File: config.mk
export PLATFORM = sky130hd
export DESIGN_NAME = ov7670_frame_reader_flat
export DESIGN_NICKNAME = d
export VERILOG_FILES = /design/src/rtl/ov7670_frame_reader_if.sv /design/src/rtl/ov7670_frame_reader.sv /design/src/flat_wrapper.sv
export SDC_FILE = /design/constraint.sdc
export NUM_CORES = 1
export LEC_CHECK = 0
export ABC_AREA = 1
export CAP_MARGIN = 20
export CORE_MARGIN = 4
export CORE_UTILIZATION = 50
export DETAILED_ROUTE_END_ITERATION = 16
export GPL_ROUTABILITY_DRIVEN = 0
export MAX_ROUTING_LAYER = met4
export PLACE_DENSITY_LB_ADDON = 0.3
export SLEW_MARGIN = 20
export SYNTH_ARGS = -nofsm -noshare
export SYNTH_HDL_FRONTEND = slang
export SYNTH_SLANG_ARGS = --single-unit
File: constraint.sdc
create_clock -name clk -period 3.4 [get_ports clk]
set_input_delay 0.85 -clock clk [delete_from_list [all_inputs] [get_ports clk]]
set_output_delay 0.85 -clock clk [all_outputs]
set_load 0.01 [all_outputs]
File: src/rtl/ov7670_frame_reader_if.sv
// Pixel byte stream from the OV7670 frame reader towards the frame buffer / RPi handshake.
interface ov7670_frame_reader_if;
   logic [7:0] m_data;
   logic       m_valid;
   logic       m_ready;
   logic       m_last;

   modport master (output m_data, output m_valid, output m_last, input m_ready);
   modport slave  (input m_data, input m_valid, input m_last, output m_ready);
endinterface

File: src/rtl/ov7670_frame_reader.sv
// Reads one VSYNC-framed image out of the AL422B FIFO on the OV7670 Pmod, pacing RCK
// by downstream backpressure so that every FIFO byte is delivered exactly once.
module ov7670_frame_reader #(
   parameter int unsigned FRAME_BYTES = 38400,
   parameter int unsigned RCK_DIV     = 8,
   parameter int unsigned RRST_CYCLES = 2
) (
   input  logic                         clk,
   input  logic                         reset_p,
   input  logic                         config_done_i,
   input  logic                         frame_req_i,
   input  logic                         continuous_i,
   input  logic                         vsync_i,
   input  logic [7:0]                   d_in_i,
   output logic                         fifo_rclk_o,
   output logic                         fifo_rrst_o,
   output logic                         fifo_oe_o,
   ov7670_frame_reader_if.master        m_if,
   output logic                         busy_o,
   output logic                         frame_done_o,
   output logic                         overrun_o
);

   typedef enum logic [2:0] {IDLE, WAIT_VS_HI, WAIT_VS_LO, RRST, READ, DRAIN} state_e;

   localparam int unsigned PW = (RCK_DIV > 1) ? $clog2(RCK_DIV) : 1;
   localparam int unsigned RW = $clog2(RRST_CYCLES + 1);
   localparam logic [PW-1:0] PH_LAST  = PW'(RCK_DIV - 1);
   localparam logic [PW-1:0] PH_HALF  = PW'(RCK_DIV / 2);
   localparam logic [RW-1:0] RR_LAST  = RW'(RRST_CYCLES - 1);
   localparam logic [18:0]   CNT_LAST = 19'(FRAME_BYTES - 1);

   state_e        state_q, state_d;
   logic [PW-1:0] phase_q, phase_d;
   logic [RW-1:0] rr_cnt_q, rr_cnt_d;
   logic [18:0]   byte_cnt_q, byte_cnt_d;
   logic          pending_q, pending_d;
   logic [7:0]    data_q, data_d;
   logic          valid_q, valid_d;
   logic          last_q, last_d;
   logic          rclk_q, rclk_d;
   logic          rrst_n_q, rrst_n_d;
   logic          oe_n_q, oe_n_d;
   logic          busy_q, busy_d;
   logic          done_q, done_d;
   logic          overrun_q, overrun_d;
   logic          vs_meta_q, vs_sync_q, vs_prev_q;
   logic          vs_rise, vs_fall, accept, rck_run;

   assign vs_rise = vs_sync_q & ~vs_prev_q;
   assign vs_fall = ~vs_sync_q & vs_prev_q;
   assign accept  = valid_q & m_if.m_ready;

   // NOTE: every signal gets a default before the case so no path leaves a latch behind.
   always_comb begin
      state_d    = state_q;
      phase_d    = phase_q;
      rr_cnt_d   = rr_cnt_q;
      byte_cnt_d = byte_cnt_q;
      pending_d  = pending_q;
      data_d     = data_q;
      valid_d    = valid_q;
      last_d     = last_q;
      overrun_d  = overrun_q;
      done_d     = 1'b0;

      if (accept) begin
         valid_d = 1'b0;
         last_d  = 1'b0;
      end

      case (state_q)
         IDLE: begin
            if (frame_req_i) pending_d = 1'b1;
            if (config_done_i && (pending_q || continuous_i)) begin
               state_d   = WAIT_VS_HI;
               pending_d = 1'b0;
            end
         end
         WAIT_VS_HI: if (vs_rise) state_d = WAIT_VS_LO;
         WAIT_VS_LO: begin
            if (vs_fall) begin
               state_d    = RRST;
               overrun_d  = 1'b0;
               phase_d    = '0;
               rr_cnt_d   = '0;
               byte_cnt_d = '0;
            end
         end
         RRST: begin
            if (phase_q == PH_LAST) begin
               phase_d = '0;
               if (rr_cnt_q == RR_LAST) state_d = READ;
               else                     rr_cnt_d = rr_cnt_q + 1'b1;
            end else begin
               phase_d = phase_q + 1'b1;
            end
         end
         READ: begin
            if (vs_rise) overrun_d = 1'b1;
            if (phase_q != PH_LAST) begin
               phase_d = phase_q + 1'b1;
            end else if (!valid_q || m_if.m_ready) begin
               // Capture on the RCK low half so d_in has settled since the rising edge.
               phase_d    = '0;
               data_d     = d_in_i;
               valid_d    = 1'b1;
               byte_cnt_d = byte_cnt_q + 1'b1;
               last_d     = (byte_cnt_q == CNT_LAST);
               if (byte_cnt_q == CNT_LAST) state_d = DRAIN;
            end
         end
         DRAIN: begin
            if (vs_rise) overrun_d = 1'b1;
            if (accept && last_q) begin
               state_d = IDLE;
               done_d  = 1'b1;
            end
         end
         default: state_d = IDLE;
      endcase

      // Pin values follow the next state so the pins themselves come straight from flops.
      rck_run  = (state_d == RRST) || (state_d == READ);
      rclk_d   = rck_run && (phase_d < PH_HALF);
      rrst_n_d = (state_d != RRST);
      oe_n_d   = !(rck_run || (state_d == DRAIN));
      busy_d   = (state_d != IDLE);
   end

   // NOTE: sequential state uses non-blocking assignments so all flops update together.
   always_ff @(posedge clk or posedge reset_p) begin
      if (reset_p) begin
         state_q    <= IDLE;
         phase_q    <= '0;
         rr_cnt_q   <= '0;
         byte_cnt_q <= '0;
         pending_q  <= 1'b0;
         data_q     <= '0;
         valid_q    <= 1'b0;
         last_q     <= 1'b0;
         rclk_q     <= 1'b0;
         rrst_n_q   <= 1'b1;
         oe_n_q     <= 1'b1;
         busy_q     <= 1'b0;
         done_q     <= 1'b0;
         overrun_q  <= 1'b0;
         vs_meta_q  <= 1'b0;
         vs_sync_q  <= 1'b0;
         vs_prev_q  <= 1'b0;
      end else begin
         state_q    <= state_d;
         phase_q    <= phase_d;
         rr_cnt_q   <= rr_cnt_d;
         byte_cnt_q <= byte_cnt_d;
         pending_q  <= pending_d;
         data_q     <= data_d;
         valid_q    <= valid_d;
         last_q     <= last_d;
         rclk_q     <= rclk_d;
         rrst_n_q   <= rrst_n_d;
         oe_n_q     <= oe_n_d;
         busy_q     <= busy_d;
         done_q     <= done_d;
         overrun_q  <= overrun_d;
         vs_meta_q  <= vsync_i;
         vs_sync_q  <= vs_meta_q;
         vs_prev_q  <= vs_sync_q;
      end
   end

   assign fifo_rclk_o    = rclk_q;
   assign fifo_rrst_o    = rrst_n_q;
   assign fifo_oe_o      = oe_n_q;
   assign m_if.m_data    = data_q;
   assign m_if.m_valid   = valid_q;
   assign m_if.m_last    = last_q;
   assign busy_o         = busy_q;
   assign frame_done_o   = done_q;
   assign overrun_o      = overrun_q;

endmodule

File: src/flat_wrapper.sv
// flat-port wrapper written by rule: the top's interface ports become plain ports
module ov7670_frame_reader_flat 
#(
   parameter int unsigned FRAME_BYTES = 38400,
   parameter int unsigned RCK_DIV     = 8,
   parameter int unsigned RRST_CYCLES = 2
)
  (clk, reset_p, config_done_i, frame_req_i, continuous_i, vsync_i, d_in_i, fifo_rclk_o, fifo_rrst_o, fifo_oe_o, busy_o, frame_done_o, overrun_o, m_if_m_data, m_if_m_valid, m_if_m_last, m_if_m_ready);
  ov7670_frame_reader_if m_if_i ();
  input  logic clk;
  input  logic reset_p;
  input  logic config_done_i;
  input  logic frame_req_i;
  input  logic continuous_i;
  input  logic vsync_i;
  input  logic [7:0] d_in_i;
  output logic fifo_rclk_o;
  output logic fifo_rrst_o;
  output logic fifo_oe_o;
  output logic busy_o;
  output logic frame_done_o;
  output logic overrun_o;
  output wire logic [$bits(m_if_i.m_data)-1:0] m_if_m_data;
  output wire logic [$bits(m_if_i.m_valid)-1:0] m_if_m_valid;
  output wire logic [$bits(m_if_i.m_last)-1:0] m_if_m_last;
  input wire logic [$bits(m_if_i.m_ready)-1:0] m_if_m_ready;
  assign m_if_m_data = m_if_i.m_data;
  assign m_if_m_valid = m_if_i.m_valid;
  assign m_if_m_last = m_if_i.m_last;
  assign m_if_i.m_ready = m_if_m_ready;
  ov7670_frame_reader #(.FRAME_BYTES(FRAME_BYTES), .RCK_DIV(RCK_DIV), .RRST_CYCLES(RRST_CYCLES)) u_core (.clk(clk), .reset_p(reset_p), .config_done_i(config_done_i), .frame_req_i(frame_req_i), .continuous_i(continuous_i), .vsync_i(vsync_i), .d_in_i(d_in_i), .fifo_rclk_o(fifo_rclk_o), .fifo_rrst_o(fifo_rrst_o), .fifo_oe_o(fifo_oe_o), .m_if(m_if_i), .busy_o(busy_o), .frame_done_o(frame_done_o), .overrun_o(overrun_o));
endmodule
==> flow_summary.json <==
{
  "die-width_um": 78.5,
  "syn_inst": 314,
  "insertion_delay_ns": 0.30,
  "die_area_mm2": 0.00616,
  "timing.fmax_ghz": 0.447,
  "ys_types": 35,
  "drtAntennaViolNets": 0,
  "synth_ff_type": "dfrtp_1",
  "cap_violations": 0,
  "wire_per_inst_um": 12.2,
  "critPathLaunchType": "flip-flop",
  "synth.top_cells.by_count": "nand2_1, dfrtp_1, inv_1, nor2_1, nand3_1",
  "async_flop_share": 1.00,
  "finalWirelength_um": 5070,
  "yosysWarnings": 0,
  "post-synth-top-count-cell": "nand2_1",
  "post_cts_resized": 0,
  "synth_simple_gate_area_share": 0.350,
  "intPower_w": 0.000723,
  "synthesis.nets": 333,
  "vias": 2106,
  "multi_input_area_mm2": 0.00113,
  "endpoint_kind": "flip-flop",
  "regArea_mm2": 0.00118,
  "ys_ff_latch": 47,
  "grt_first_pass_wirelength_um": 9120,
  "hp-class": "flip-flop to flip-flop",
  "cts-root-buf": "clkbuf_8",
  "n_antenna_cell": 0,
  "drv_slew": 0,
  "cts_setup_buffers": 0,
  "crit_required_ns": 3.64,
  "setup_violations": 0,
  "hold_buffers": 0,
  "pwr-share-seq": 0.604,
  "sw_frac_of_total": 0.222,
  "synth_top_area_cell": "dfrtp_1",
  "synth_top_family_by_area": "simple AND/OR/NAND/NOR gates",
  "fin_crit_sh": 0.658,
  "path_class": "flip-flop to flip-flop",
  "htreeDepth": 2,
  "status": "completed",
  "drive_above_1_share": 0.106,
  "worstMarginPinSlew_ns": 0.922,
  "p_leak_nw": 1.40,
  "nFillCells": 432,
  "cpMaxStageDelayCell": "nor2_2",
  "path_cells": "inv_1 -> nand2_2 -> nor2_2 -> nand2_2 -> nand2_4 -> nand2_1 -> o21ai_1 -> nand2_1 -> nor2_1",
  "skew_ns": 0.00964,
  "coreArea_mm2": 0.00475,
  "clkSinkCount": 47,
  "antenna_found_initial": 0,
  "path_clk_slew_ns": 0.09,
  "power_density_mw_per_mm2": 318,
  "area_growth_pct": 17.5,
  "die_h_um": 78.5,
  "final_util": 0.614,
  "rsz0062_at_grt": "no",
  "layout_setup_ws_ns": 1.16,
  "muxShareOfSynthArea": 0,
  "pwr-share-comb": 0.031,
  "hold_violations": 0,
  "start_util": 0.523,
  "grt_usage": 0.190,
  "max-vdd-ir-drop_mv": 0.180,
  "synth_compound_area_frac": 0.0765,
  "cp.arrival_ns": 2.47,
  "grt_max_degree": 48,
  "cts_tree": "done",
  "max_stage_delay_ns": 0.49,
  "clock_tree.buffer_depth": 2,
  "dr.pass1.iters": 4,
  "tns_ns": 0,
  "synthAdderAreaFrac": 0.0201,
  "p_clk_frac": 0.365,
  "p_sw_w": 0.000206,
  "dr.first_iter.drc_count": 155,
  "cts_buffers": 5,
  "totalPowerFinal_w": 0.000929,
  "yosys.area_share.xor_xnor": 0.00705,
  "drc": 0,
  "viasPerCell": 5.07,
  "cp_max_fo": 23,
  "maxSlewHeadroom": 0.385,
  "grt_overflow_total": 0,
  "place_ws_ns": 0.837,
  "grt_pass1_vias": 2103,
  "ff2ff_setup_slack_ns": 1.16,
  "post-route-min-period_ns": 2.24,
  "seq_area_frac_synth": 0.474,
  "io_pins": 31,
  "netlist.area_leader.share": 0.453,
  "syn_avg_cell_area_um2": 7.92,
  "num_rows": 25,
  "synth_edf_count": 0,
  "dpl.hpwl_um": 3800,
  "synth_area_leaders": "dfrtp_1, nand2_1, inv_1",
  "netlist_area_mm2": 0.00249,
  "nets": 366,
  "port_buffers": 30
}
## critical path: cells and delay by family, from the launching register on
kind | cells | cell delay, ns
flops | 1 | 0.46
buf+inv | 1 | 0.12
compound gates | 1 | 0.14
simple gates | 7 | 1.45
## sequential cells by signal, indices dropped and copies added, names as in the netlist, 2 cells and up
register,flops
u_core.byte_cnt_q,19
u_core.m_if.m_data,8
u_core.phase_q,3
u_core.rr_cnt_q,2
u_core.state_q,3
## logic make-up after synthesis
group | after synthesis
simple gates | 190
flops | 47
buf+inv | 41
compound gates | 30
fa+ha+maj | 4
xor+xnor | 2
## stage by stage
stage	hold slack, ns	std cells	instance area (um^2)
2_1_floorplan	0.331	314	2490
3_3_place_gp	0.332	407	2830
3_5_place_dp	0.342	407	2830
4_1_cts	0.363	415	2920
5_1_grt	0.375	415	2920
6_report	0.358	415	2920
## placed cells by master, fill, tap and decap left out, drive strengths merged
cell / instances
nand2: 105
dfrtp: 45
nor2: 37
inv: 37
clkdlybuf4s50: 30
nand3: 22
o21ai: 15
nand4: 14
a21oi: 9
nor3: 9
clkbuf: 6
ha: 4
xor2: 2
dfstp: 2
clkinv: 1
and3: 1
or2: 1
nor4: 1
o21a: 1
o211ai: 1
o22ai: 1
a21o: 1
o31ai: 1
a22o: 1
clkinvlp: 1
## power by group through the flow
stage          Clock [W]  Combinational [W]  Sequential, W
3_3_place_gp           0          0.0000295       0.000572
6_report        0.000339          0.0000289       0.000561
3_5_place_dp           0          0.0000300       0.000572
2_1_floorplan          0          0.0000102       0.000572
5_1_grt         0.000370          0.0000326       0.000562
4_1_cts         0.000346          0.0000301       0.000561
## area by class of cell
class                   count  area share
flip-flops and latches     47       0.404
multi-input cells         226       0.386
repair buffers             30       0.103
inverters                  37      0.0484
well taps                  67      0.0287
clock buffers               6      0.0249
clock inverters             2     0.00557
## layer usage
metal,track usage,routed length (um)
met4,0.0892,85
met3,0.0378,212
met5,-,0
met2,0.287,2300
met1,0.247,2480
## worst paths after layout
check,end,cells after the start,from
setup / recovery,u_core.byte_cnt_q[7],9,u_core.state_q[1]
hold / removal,u_core.vs_sync_q,0,u_core.vs_meta_q
setup reg to reg,u_core.byte_cnt_q[7],9,u_core.state_q[1]
hold reg to reg,u_core.vs_sync_q,0,u_core.vs_meta_q
max in group asynchronous,u_core.byte_cnt_q[6],2,reset_p
min in group asynchronous,u_core.vs_meta_q,2,reset_p
(Power assumes the default switching activity.)
